==> config.mk <==
export PLATFORM = sky130hd
export DESIGN_NAME = ex_stage
export DESIGN_NICKNAME = d
export VERILOG_FILES = /design/src/rtl/ex_stage_pkg.sv /design/src/rtl/ex_div.sv /design/src/rtl/ex_stage.sv
export SDC_FILE = /design/constraint.sdc
export NUM_CORES = 1
export LEC_CHECK = 0
export BUFFER_PORTS_ARGS = -buffer_cell sky130_fd_sc_hd__buf_2
export CORE_MARGIN = 3
export CORE_UTILIZATION = 40
export CTS_CLUSTER_DIAMETER = 40
export CTS_CLUSTER_SIZE = 8
export DETAILED_ROUTE_END_ITERATION = 8
export GPL_TIMING_DRIVEN = 0
export PLACE_DENSITY = 0.67
export SYNTH_ARGS = -nofsm -noshare
export SYNTH_HDL_FRONTEND = slang
export SYNTH_HIERARCHICAL = 1
export SYNTH_SLANG_ARGS = --single-unit
==> constraint.sdc <==
create_clock -name clk -period 5.1 [get_ports clk]
set_clock_uncertainty 0.15 [all_clocks]
set_input_delay 0.51 -clock clk [delete_from_list [all_inputs] [get_ports clk]]
set_output_delay 0.51 -clock clk [all_outputs]
set_load 0.05 [all_outputs]
==> src/rtl/ex_stage_pkg.sv <==
// Shared encodings for the RV32 execute stage: result classes, ALU opcodes,
// divider FSM states and datapath widths.
package ex_stage_pkg;

  localparam int XLEN       = 32;
  localparam int DIV_CNT_W  = 6;
  localparam int REG_ADDR_W = 5;
  localparam int ALUSEL_W   = 3;
  localparam int ALUOP_W    = 8;

  typedef logic [ALUSEL_W-1:0] alusel_t;
  typedef logic [ALUOP_W-1:0]  aluop_t;

  localparam alusel_t EXE_RES_NOP        = 3'd0;
  localparam alusel_t EXE_RES_LOGIC      = 3'd1;
  localparam alusel_t EXE_RES_SHIFT      = 3'd2;
  localparam alusel_t EXE_RES_ARITH      = 3'd3;
  localparam alusel_t EXE_RES_LINK       = 3'd4;
  localparam alusel_t EXE_RES_LOAD_STORE = 3'd5;
  localparam alusel_t EXE_RES_DIV        = 3'd6;

  localparam aluop_t EXE_NOP_OP  = 8'd0;
  localparam aluop_t EXE_AND_OP  = 8'd1;
  localparam aluop_t EXE_OR_OP   = 8'd2;
  localparam aluop_t EXE_XOR_OP  = 8'd3;
  localparam aluop_t EXE_SLL_OP  = 8'd4;
  localparam aluop_t EXE_SRL_OP  = 8'd5;
  localparam aluop_t EXE_SRA_OP  = 8'd6;
  localparam aluop_t EXE_ADD_OP  = 8'd7;
  localparam aluop_t EXE_SUB_OP  = 8'd8;
  localparam aluop_t EXE_SLT_OP  = 8'd9;
  localparam aluop_t EXE_SLTU_OP = 8'd10;
  localparam aluop_t EXE_JAL_OP  = 8'd11;
  localparam aluop_t EXE_JALR_OP = 8'd12;
  localparam aluop_t EXE_LW_OP   = 8'd13;
  localparam aluop_t EXE_SW_OP   = 8'd14;
  localparam aluop_t EXE_DIV_OP  = 8'd15;
  localparam aluop_t EXE_DIVU_OP = 8'd16;
  localparam aluop_t EXE_REM_OP  = 8'd17;
  localparam aluop_t EXE_REMU_OP = 8'd18;

  localparam logic [1:0] DIV_IDLE = 2'd0;
  localparam logic [1:0] DIV_BUSY = 2'd1;
  localparam logic [1:0] DIV_DONE = 2'd2;

  function automatic logic [XLEN-1:0] neg_if(input logic c, input logic [XLEN-1:0] v);
    return c ? (~v + 1'b1) : v;
  endfunction

endpackage

==> src/rtl/ex_div.sv <==
// Iterative radix-2 restoring divider for DIV/DIVU/REM/REMU (one quotient bit per cycle).
// EX_DIV_EARLY_EN: divide-by-zero and signed overflow jump straight from IDLE to DONE.
module ex_div
  import ex_stage_pkg::*;
#(
  parameter int XLEN      = 32,
  parameter int DIV_CNT_W = 6
) (
  input  logic            clk,
  input  logic            rst,
  input  logic            start,
  input  logic            signed_op,
  input  logic            want_rem,
  input  logic [XLEN-1:0] opa,
  input  logic [XLEN-1:0] opb,
  input  logic            hold,
  output logic [XLEN-1:0] result,
  output logic            busy,
  output logic            done
);

  logic [1:0]           state_q, state_d;
  logic [DIV_CNT_W-1:0] cnt_q, cnt_d;
  logic [XLEN-1:0]      quo_q, quo_d;
  logic [XLEN-1:0]      rem_q, rem_d;
  logic [XLEN-1:0]      dvs_q, dvs_d;
  logic                 neg_quo_q, neg_quo_d;
  logic                 neg_rem_q, neg_rem_d;
  logic                 want_rem_q, want_rem_d;

  logic [XLEN-1:0] mag_a, mag_b;
  logic [XLEN:0]   rem_sh, diff;

  always_comb begin
    mag_a  = neg_if(signed_op && opa[XLEN-1], opa);
    mag_b  = neg_if(signed_op && opb[XLEN-1], opb);
    rem_sh = {rem_q, quo_q[XLEN-1]};
    diff   = rem_sh - {1'b0, dvs_q};

    state_d    = state_q;
    cnt_d      = cnt_q;
    quo_d      = quo_q;
    rem_d      = rem_q;
    dvs_d      = dvs_q;
    neg_quo_d  = neg_quo_q;
    neg_rem_d  = neg_rem_q;
    want_rem_d = want_rem_q;

    case (state_q)
      DIV_IDLE: begin
        if (start) begin
          cnt_d      = '0;
          quo_d      = mag_a;
          rem_d      = '0;
          dvs_d      = mag_b;
          // A zero divisor must leave the all-ones quotient uncorrected.
          neg_quo_d  = signed_op && (opa[XLEN-1] ^ opb[XLEN-1]) && (opb != '0);
          neg_rem_d  = signed_op && opa[XLEN-1];
          want_rem_d = want_rem;
          state_d    = DIV_BUSY;
`ifdef EX_DIV_EARLY_EN
          if (opb == '0) begin
            quo_d   = '1;
            rem_d   = mag_a;
            state_d = DIV_DONE;
          end else if (signed_op && opa == {1'b1, {(XLEN-1){1'b0}}} && opb == '1) begin
            quo_d   = {1'b1, {(XLEN-1){1'b0}}};
            rem_d   = '0;
            state_d = DIV_DONE;
          end
`endif
        end
      end
      DIV_BUSY: begin
        quo_d = {quo_q[XLEN-2:0], ~diff[XLEN]};
        rem_d = diff[XLEN] ? rem_sh[XLEN-1:0] : diff[XLEN-1:0];
        cnt_d = cnt_q + 1'b1;
        if (cnt_q == DIV_CNT_W'(XLEN-1)) state_d = DIV_DONE;
      end
      DIV_DONE: begin
        if (!hold) state_d = DIV_IDLE;
      end
      default: state_d = DIV_IDLE;
    endcase
  end

  always_ff @(posedge clk or negedge rst) begin
    if (!rst) begin
      state_q    <= DIV_IDLE;
      cnt_q      <= '0;
      quo_q      <= '0;
      rem_q      <= '0;
      dvs_q      <= '0;
      neg_quo_q  <= 1'b0;
      neg_rem_q  <= 1'b0;
      want_rem_q <= 1'b0;
    end else begin
      state_q    <= state_d;
      cnt_q      <= cnt_d;
      quo_q      <= quo_d;
      rem_q      <= rem_d;
      dvs_q      <= dvs_d;
      neg_quo_q  <= neg_quo_d;
      neg_rem_q  <= neg_rem_d;
      want_rem_q <= want_rem_d;
    end
  end

  assign result = want_rem_q ? neg_if(neg_rem_q, rem_q) : neg_if(neg_quo_q, quo_q);
  assign busy   = (state_q == DIV_BUSY);
  assign done   = (state_q == DIV_DONE);

endmodule

==> src/rtl/ex_stage.sv <==
// RV32 execute stage: combinational ALU/shift/link/AGU plus the iterative divider.
// EX_DIV_EARLY_EN (in ex_div) shortens divide-by-zero and signed-overflow latency.
module ex_stage
  import ex_stage_pkg::*;
#(
  parameter int XLEN      = 32,
  parameter int DIV_CNT_W = 6
) (
  input  logic                  clk,
  input  logic                  rst,
  input  logic [ALUSEL_W-1:0]   ex_alusel,
  input  logic [ALUOP_W-1:0]    ex_aluop,
  input  logic [XLEN-1:0]       ex_opv1,
  input  logic [XLEN-1:0]       ex_opv2,
  input  logic [REG_ADDR_W-1:0] ex_waddr,
  input  logic                  ex_we,
  input  logic [XLEN-1:0]       ex_link_addr,
  input  logic [XLEN-1:0]       ex_mem_offset,
  input  logic [4:0]            stall,
  output logic [REG_ADDR_W-1:0] mem_waddr,
  output logic                  mem_we,
  output logic [XLEN-1:0]       mem_wdata,
  output logic [ALUOP_W-1:0]    mem_aluop,
  output logic [XLEN-1:0]       mem_addr,
  output logic [XLEN-1:0]       mem_sdata,
  output logic                  stallreq_ex
);

  logic            is_div;
  logic [4:0]      shamt;
  logic [XLEN-1:0] alu_res;
  logic [XLEN-1:0] div_result;
  logic            div_busy, div_done;
  logic            unused_sigs;

  assign is_div = (ex_alusel == EXE_RES_DIV);
  assign shamt  = ex_opv2[4:0];

  ex_div #(.XLEN(XLEN), .DIV_CNT_W(DIV_CNT_W)) u_div (
    .clk       (clk),
    .rst       (rst),
    .start     (is_div),
    .signed_op ((ex_aluop == EXE_DIV_OP) || (ex_aluop == EXE_REM_OP)),
    .want_rem  ((ex_aluop == EXE_REM_OP) || (ex_aluop == EXE_REMU_OP)),
    .opa       (ex_opv1),
    .opb       (ex_opv2),
    .hold      (stall[3]),
    .result    (div_result),
    .busy      (div_busy),
    .done      (div_done)
  );

  always_comb begin
    alu_res = '0;
    case (ex_aluop)
      EXE_AND_OP:  alu_res = ex_opv1 & ex_opv2;
      EXE_OR_OP:   alu_res = ex_opv1 | ex_opv2;
      EXE_XOR_OP:  alu_res = ex_opv1 ^ ex_opv2;
      EXE_SLL_OP:  alu_res = ex_opv1 << shamt;
      EXE_SRL_OP:  alu_res = ex_opv1 >> shamt;
      EXE_SRA_OP:  alu_res = $signed(ex_opv1) >>> shamt;
      EXE_ADD_OP:  alu_res = ex_opv1 + ex_opv2;
      EXE_SUB_OP:  alu_res = ex_opv1 - ex_opv2;
      EXE_SLT_OP:  alu_res = {{(XLEN-1){1'b0}}, $signed(ex_opv1) < $signed(ex_opv2)};
      EXE_SLTU_OP: alu_res = {{(XLEN-1){1'b0}}, ex_opv1 < ex_opv2};
      default:     alu_res = '0;
    endcase
  end

  always_comb begin
    mem_wdata = '0;
    if (rst) begin
      case (ex_alusel)
        EXE_RES_LOGIC, EXE_RES_SHIFT, EXE_RES_ARITH: mem_wdata = alu_res;
        EXE_RES_LINK: mem_wdata = ex_link_addr;
        EXE_RES_DIV:  mem_wdata = div_done ? div_result : '0;
        default:      mem_wdata = '0;
      endcase
    end
  end

  // A divide only writes back once its result sits in DONE.
  assign mem_we      = rst && ex_we && (!is_div || div_done);
  assign stallreq_ex = rst && is_div && !div_done;
  assign mem_waddr   = rst ? ex_waddr : '0;
  assign mem_aluop   = rst ? ex_aluop : EXE_NOP_OP;
  assign mem_addr    = rst ? (ex_opv1 + ex_mem_offset) : '0;
  assign mem_sdata   = rst ? ex_opv2 : '0;

  assign unused_sigs = ^{stall[4], stall[2:0], div_busy};

endmodule

==> results of run 1 <==
==> cells in the final DEF, fill, tap and decap left out, drive strengths merged, types with 16 or more instances in the layout <==
cell type and count:
a221oi 24, a21o 40, o31ai 38, nand3 73, mux2 21, ha 168, a22oi 74, a211oi 38
nor2 268, inv 158, o21ai 295, o22ai 23, nand4 26, or3 19, nand2b 33, a31oi 34
buf 338, and3 22, o21bai 30, nor2b 26, nand2 250, o41ai 23, nor3 51, and2 75
xor2 68, a21oi 239, dfrtp 107, mux2i 92, nor4 28, clkbuf 130, xnor2 113, mux4 37
o211ai 39, o21a 16, or4 16
==> state kept, by name, indices dropped and copies added, names as in the netlist <==
name and cells:
u_div/rem_q 32, u_div/quo_q 32, u_div/cnt_q 6, u_div/state_q 2
u_div/neg_rem_q 1, u_div/want_rem_q 1, u_div/dvs_q 32, u_div/neg_quo_q 1
==> power by group <==
part           leakage, nW  switching (mW)  internal [mW]  total [mW]
Combinational         8.70            3.50           2.13        5.62
Sequential            1.35           0.535           1.18        1.71
Clock                0.150           0.342          0.376       0.718
==> through the flow <==
stage	instance area, sq um	TNS (ns)	hold WS, ns
after detailed placement	23200	-21.44	0.276
after global placement	23200	-31.29	0.312
after floorplan	21100	0	0.0644
final	24200	-1.82	0.230
after CTS	23900	-1.32	0.225
after global routing	24200	-2.11	0.223
==> final cells by class <==
cell class,count,area share
antenna,2,0.000207
buffer,184,0.0365
clock buffer,12,0.0110
clock inverter,4,0.00129
inverter,156,0.0243
multi-input combinational,2445,0.718
sequential,107,0.111
tap,680,0.0352
timing repair buffer,274,0.0627
==> critical path, delay by kind of cell (launching register included) <==
kind                      cells  cell delay [ns]
buffers and inverters         2             0.31
xor gates and xnor gates      1             0.18
AOI/OAI and AO/OA             8             1.59
and+or+nand+nor               5             2.01
DFF                           1             0.43
==> timing repair <==
action,4_1_cts,5_1_grt
pin swaps,28,31
hold endpoints to repair,33,0
gates resized for setup,79,55
hold buffers,1,0
buffers inserted,9,7
endpoints found under the setup margin,32,26
==> layer usage <==
metal	GRT usage	vias to the layer above	part of all wire
li1	-	11228	-
met3	0.0986	410	0.12
met4	0.230	14	0.073
met5	0.0147	-	0.00079
met2	0.575	1668	0.41
met1	0.538	12216	0.40
==> worst max path at each step <==
stage | from | endpoint | slack, ns | cells past startpoint
after floorplan | ex_opv2[1] | mem_wdata[22] | 0.03 | 15
after global placement | ex_opv2[3] | mem_wdata[17] | -1.31 | 14
after detailed placement | ex_opv2[3] | mem_wdata[17] | -1.20 | 14
after CTS | u_div/rem_q[17]$_DFFE_PN0P_ | mem_wdata[31] | -0.39 | 14
after global routing | u_div/rem_q[16]$_DFFE_PN0P_ | mem_wdata[30] | -0.50 | 16
final | u_div/rem_q[16]$_DFFE_PN0P_ | mem_wdata[30] | -0.46 | 16
==> logic make-up (layout without fill, tap and decap cells) <==
logic type	count (synthesis)	in the layout	synth area share
other	0	2	0
flip-flops	107	107	0.127
XOR/XNOR	181	181	0.0753
adder cells (fa/ha/maj)	172	172	0.104
multiplexers	150	150	0.0945
AND/OR/NAND/NOR	921	921	0.212
buffers and inverters	344	630	0.0690
AO/OA/AOI/OAI	1021	1021	0.319
==> impl_metrics.toml, run 1 <==
[global_routing]
overflow = 0
grt_first_pass_wirelength_um = 165000
grt_usage = 0.399
grt_pass1_vias = 23436
antenna_found_initial = 11
grt_max_degree = 77

[synth]
syn_avg_cell_area_sq_um = 7.27
ys_top_cells_by_count = "o21ai_0 (270), nor2_1 (267), nand2_1 (250)"
ys_seq_area_frac = 0.127
yosysWarnings = 6
syn-num-nets = 3220
synth.most_common_cell = "o21ai_0"
yosysTopAreaCell = "dfrtp_1"
synth_ff_type = "dfrtp_1"
syn_inst = 2896
ys_seq_elements = 107
netlist_area_sq_mm = 0.0211
synth_area_leaders = "dfrtp_1 (13%), ha_1 (10%), o21ai_0 (6.4%), a21oi_1 (5.6%), nor2_1 (4.8%)"
synthDistinctLibCells = 106
synth-edff-count = 0
synth-async-reset-ratio = 1.00
synth_top_area_frac = 0.127

[critical_path]
path_class = "reg2out"
ff2ff_setup_slack_ns = 0.49
cp_slowest_stage_delay_ns = 0.54
r2r_cells = 12
critPathArrivalTime_ns = 4.90
critPathMaxFanout = 3
reg2reg_from = "u_div/rem_q[0]$_DFFE_PN0P_"
required_ns = 4.44
r2r_end = "u_div/rem_q[9]$_DFFE_PN0P_"
cp-end-kind = "primary output"
slowest_stage = "or4_4"
cpMostUsedCell = "or4_4"
cp-start-kind = "flop"
critical_path.cell_chain = "or4_4 > or4_4 > or2_1 > or3_4 > buf_6 > or4_4 > o21ai_4 > xor2_2 > a21oi_2 > a22oi_2 > o211ai_1 > a31oi_1 > o211ai_1 > o31ai_1 > o21ai_2 > buf_6"

[layout]
multi_input_comb_area_sq_mm = 0.0174
syn2layout_area_growth_pct = 14.9
drive_gt1_frac = 0.166
final_util = 0.468
fin_nets = 3501
fin_cells = 3864
seq_area_sq_mm = 0.00268
fill_cells = 5370

[die]
die_w_um = 235
start_util = 0.407
coreArea_sq_mm = 0.0517
ios = 263
placementRows = 83
die_h_um = 235
dieArea_sq_mm = 0.0554

[drt]
drtPass1Iterations = 6
vias = 25536
vias_per_cell = 6.61
final_antenna_net_count = 0
route.detailed.drc = 0
detail_route.wirelength_um = 117000
drtIter0Drc = 3455
routedWlPerCell_um = 30.2

[clocking]
cts-root-buf = "clkbuf_16"
clock_sinks = 107
cts-buffers-inserted = 9
cts_buffer_depth = 2
clkTransAtPathRegs_ns = 0.07
htree_levels = 3
clk-insertion-delay-late_ns = 0.36
cts_tree = "yes"

[place]
dp_slack_ns = -1.20
place_congestion = 1.12
portBuffers = 256
numPlacedInstances = 3833
hpwl_um = 92500

[timing]
post-route-min-period_ns = 5.56
report.final.slew_viol_count = 0
setup_viol = 12
tightest_slew_ns = 1.32
max_freq_mhz = 180
slew_headroom = 0.119
finalHoldViolations = 0
layout_setup_ws_ns = -0.457
finalCritPeriodShare = 1.09
grt_setup_unrepaired = "true"

[min_path]
hold_path_class = "in2reg"
holdPathStages = 2
worstHoldEndpoint = "u_div/state_q[1]$_DFFE_PN0P_"
min_from = "stall[3]"

[status]
violations = "negative setup slack"
status = "finished with violations"

[power]
vdd_ir_drop_max_v = 0.000220
leakage_nw = 10.2
powerDensity_mw_per_mm2 = 333
totalPowerFinal_mw = 8.05

[run]
drv_cap = 0
Power figures use the tool's default switching activity.
==> run 2, diff against run 1 <==
--- a/config.mk
+++ b/config.mk
@@ -5,7 +5,7 @@
 export SDC_FILE = /design/constraint.sdc
 export NUM_CORES = 1
 export LEC_CHECK = 0
-export BUFFER_PORTS_ARGS = -buffer_cell sky130_fd_sc_hd__buf_2
+export BUFFER_PORTS_ARGS = -buffer_cell sky130_fd_sc_hd__buf_4
 export CORE_MARGIN = 3
 export CORE_UTILIZATION = 40
 export CTS_CLUSTER_DIAMETER = 40
==> impl_metrics.toml, run 2 (synthesis gave the netlist of run 1 again) <==
[status]
status = "finished with violations"
violations = "negative setup slack"

[clocking]
clock_sinks = 107
cts_tree = "yes"
cts-buffers-inserted = 9
clkTransAtPathRegs_ns = 0.09
htree_levels = 3
cts-root-buf = "clkbuf_16"
clk-insertion-delay-late_ns = 0.37
cts_buffer_depth = 2

[die]
coreArea_sq_mm = 0.0517
start_util = 0.407
ios = 263
placementRows = 83
dieArea_sq_mm = 0.0554
die_h_um = 235
die_w_um = 235

[layout]
fin_nets = 3495
syn2layout_area_growth_pct = 16.9
final_common_cell = "buf_4"
fin_cells = 3857
reg_top3 = "u_div/dvs_q x32, u_div/quo_q x32, u_div/rem_q x32"
final_cell_mix = "buf_4 (271), nor2_1 (266), o21ai_0 (266)"
final_area_sq_mm = 0.0246
drive_gt1_frac = 0.160

[timing]
grt_setup_unrepaired = "true"
finalHoldViolations = 0
finalCritPeriodShare = 1.09
report.final.slew_viol_count = 0
slew_headroom = 0.183
max_freq_mhz = 181
tightest_slew_ns = 1.22
layout_setup_ws_ns = -0.435
post-route-min-period_ns = 5.53
setup_viol = 11

[critical_path]
path_class = "reg2out"
critPathMaxFanout = 4
cp-end-kind = "primary output"
cp-start-kind = "flop"
r2r_cells = 13
required_ns = 4.44
critPathArrivalTime_ns = 4.87

[power]
powerDensity_mw_per_mm2 = 329
leakage_nw = 10.3
vdd_ir_drop_max_v = 0.000277

[drt]
routedWlPerCell_um = 29.9
drtIter0Drc = 3390
vias_per_cell = 6.61
vias = 25509
drtPass1Iterations = 6
detail_route.wirelength_um = 115000
final_antenna_net_count = 0
route.detailed.drc = 0

[global_routing]
grt_max_degree = 62
grt_first_pass_wirelength_um = 165000
grt_usage = 0.395
overflow = 0
antenna_found_initial = 6
grt_pass1_vias = 23654

[place]
hpwl_um = 92400
place_congestion = 1.09
numPlacedInstances = 3833
portBuffers = 256
place_area_sq_mm = 0.0239

[run]
drv_cap = 0

[min_path]
hold_path_class = "in2async"
## run 2: changes by cell type in the layout (fill, tap and decap cells not counted), moves of 3 or more
cell	previous run	this run
buf_2	272	34
buf_4	34	271
clkbuf_1	112	116
a22oi_1	64	67
a22oi_2	10	7
clkbuf_2	3	0
clkbuf_4	3	0
clkbuf_8	3	0
## run 2: worst max-delay path, stage by stage (launching register included)
cell	delay, ns
dfrtp_2	0.45
or4_4	0.55
or4_4	0.42
or2_1	0.23
or3_4	0.35
or4_4	0.45
o21ai_2	0.15
xor2_1	0.21
a21oi_2	0.11
a22oi_2	0.19
o211ai_1	0.25
a31oi_1	0.24
o211ai_1	0.22
o31ai_1	0.35
o21ai_2	0.16
buf_6	0.18
## run 2: final timing paths
| kind | end | startpoint | slack [ns] |
|---|---|---|---|
| min in group clk | u_div/state_q[1]$_DFFE_PN0P_ | stall[3] | 0.23 |
| setup / recovery | mem_wdata[30] | u_div/rem_q[17]$_DFFE_PN0P_ | -0.43 |
| max in group asynchronous | u_div/quo_q[8]$_DFFE_PN0P_ | rst | 4.01 |
| setup reg to reg | u_div/rem_q[24]$_DFFE_PN0P_ | u_div/quo_q[31]$_DFFE_PN0P_ | 0.45 |
| hold reg to reg | u_div/dvs_q[29]$_DFFE_PN0P_ | u_div/dvs_q[29]$_DFFE_PN0P_ | 0.33 |
| hold / removal | u_div/rem_q[13]$_DFFE_PN0P_ | rst | 0.03 |
## run 2: what timing repair did
action / 4_1_cts / 5_1_grt
pin swaps: 16 / 24
setup endpoints to repair: 28 / 22
hold buffers: 0 / 0
setup buffers: 10 / 3
gates resized for setup: 52 / 37
## run 2: through the flow
stage / util / hold WS (ns) / power (mW) / worst slack, ns / setup TNS [ns]
after floorplan: - / 0.0644 / 5.42 / 0.0257 / 0
after global placement: 0.461 / 0.312 / 7.05 / -0.930 / -15.53
after detailed placement: 0.461 / 0.321 / 7.06 / -0.856 / -13.77
after CTS: 0.472 / 0.0520 / 7.90 / -0.357 / -0.966
after global routing: 0.476 / 0.0651 / 8.65 / -0.528 / -2.34
final: 0.476 / 0.0349 / 8.09 / -0.435 / -1.66
## run 2: cell type report
| class | instances | area, sq um |
|---|---|---|
| antenna | 1 | 2.50 |
| buffer | 182 | 851 |
| clock buffer | 9 | 225 |
| clock inverter | 7 | 86.3 |
| fill | 5436 | 27100 |
| inverter | 156 | 588 |
| multi-input combinational | 2445 | 17300 |
| sequential | 107 | 2680 |
| tap | 680 | 851 |
| timing repair buffer | 270 | 2080 |
## run 2: metal layers
metal,vias to the layer above,track usage,routed length (um),share of wire
li1,11201,-,-,-
met1,12124,0.539,47000,0.41
met2,1777,0.557,45300,0.39
met3,401,0.102,13900,0.12
met4,6,0.234,8940,0.078
met5,-,0,37,0.00032
## run 2: where the power goes
part	total, mW	internal [mW]	switching [mW]
clock network	0.742	0.356	0.385
logic	5.64	2.18	3.47
registers	1.71	1.18	0.529
total	8.09	3.71	4.38
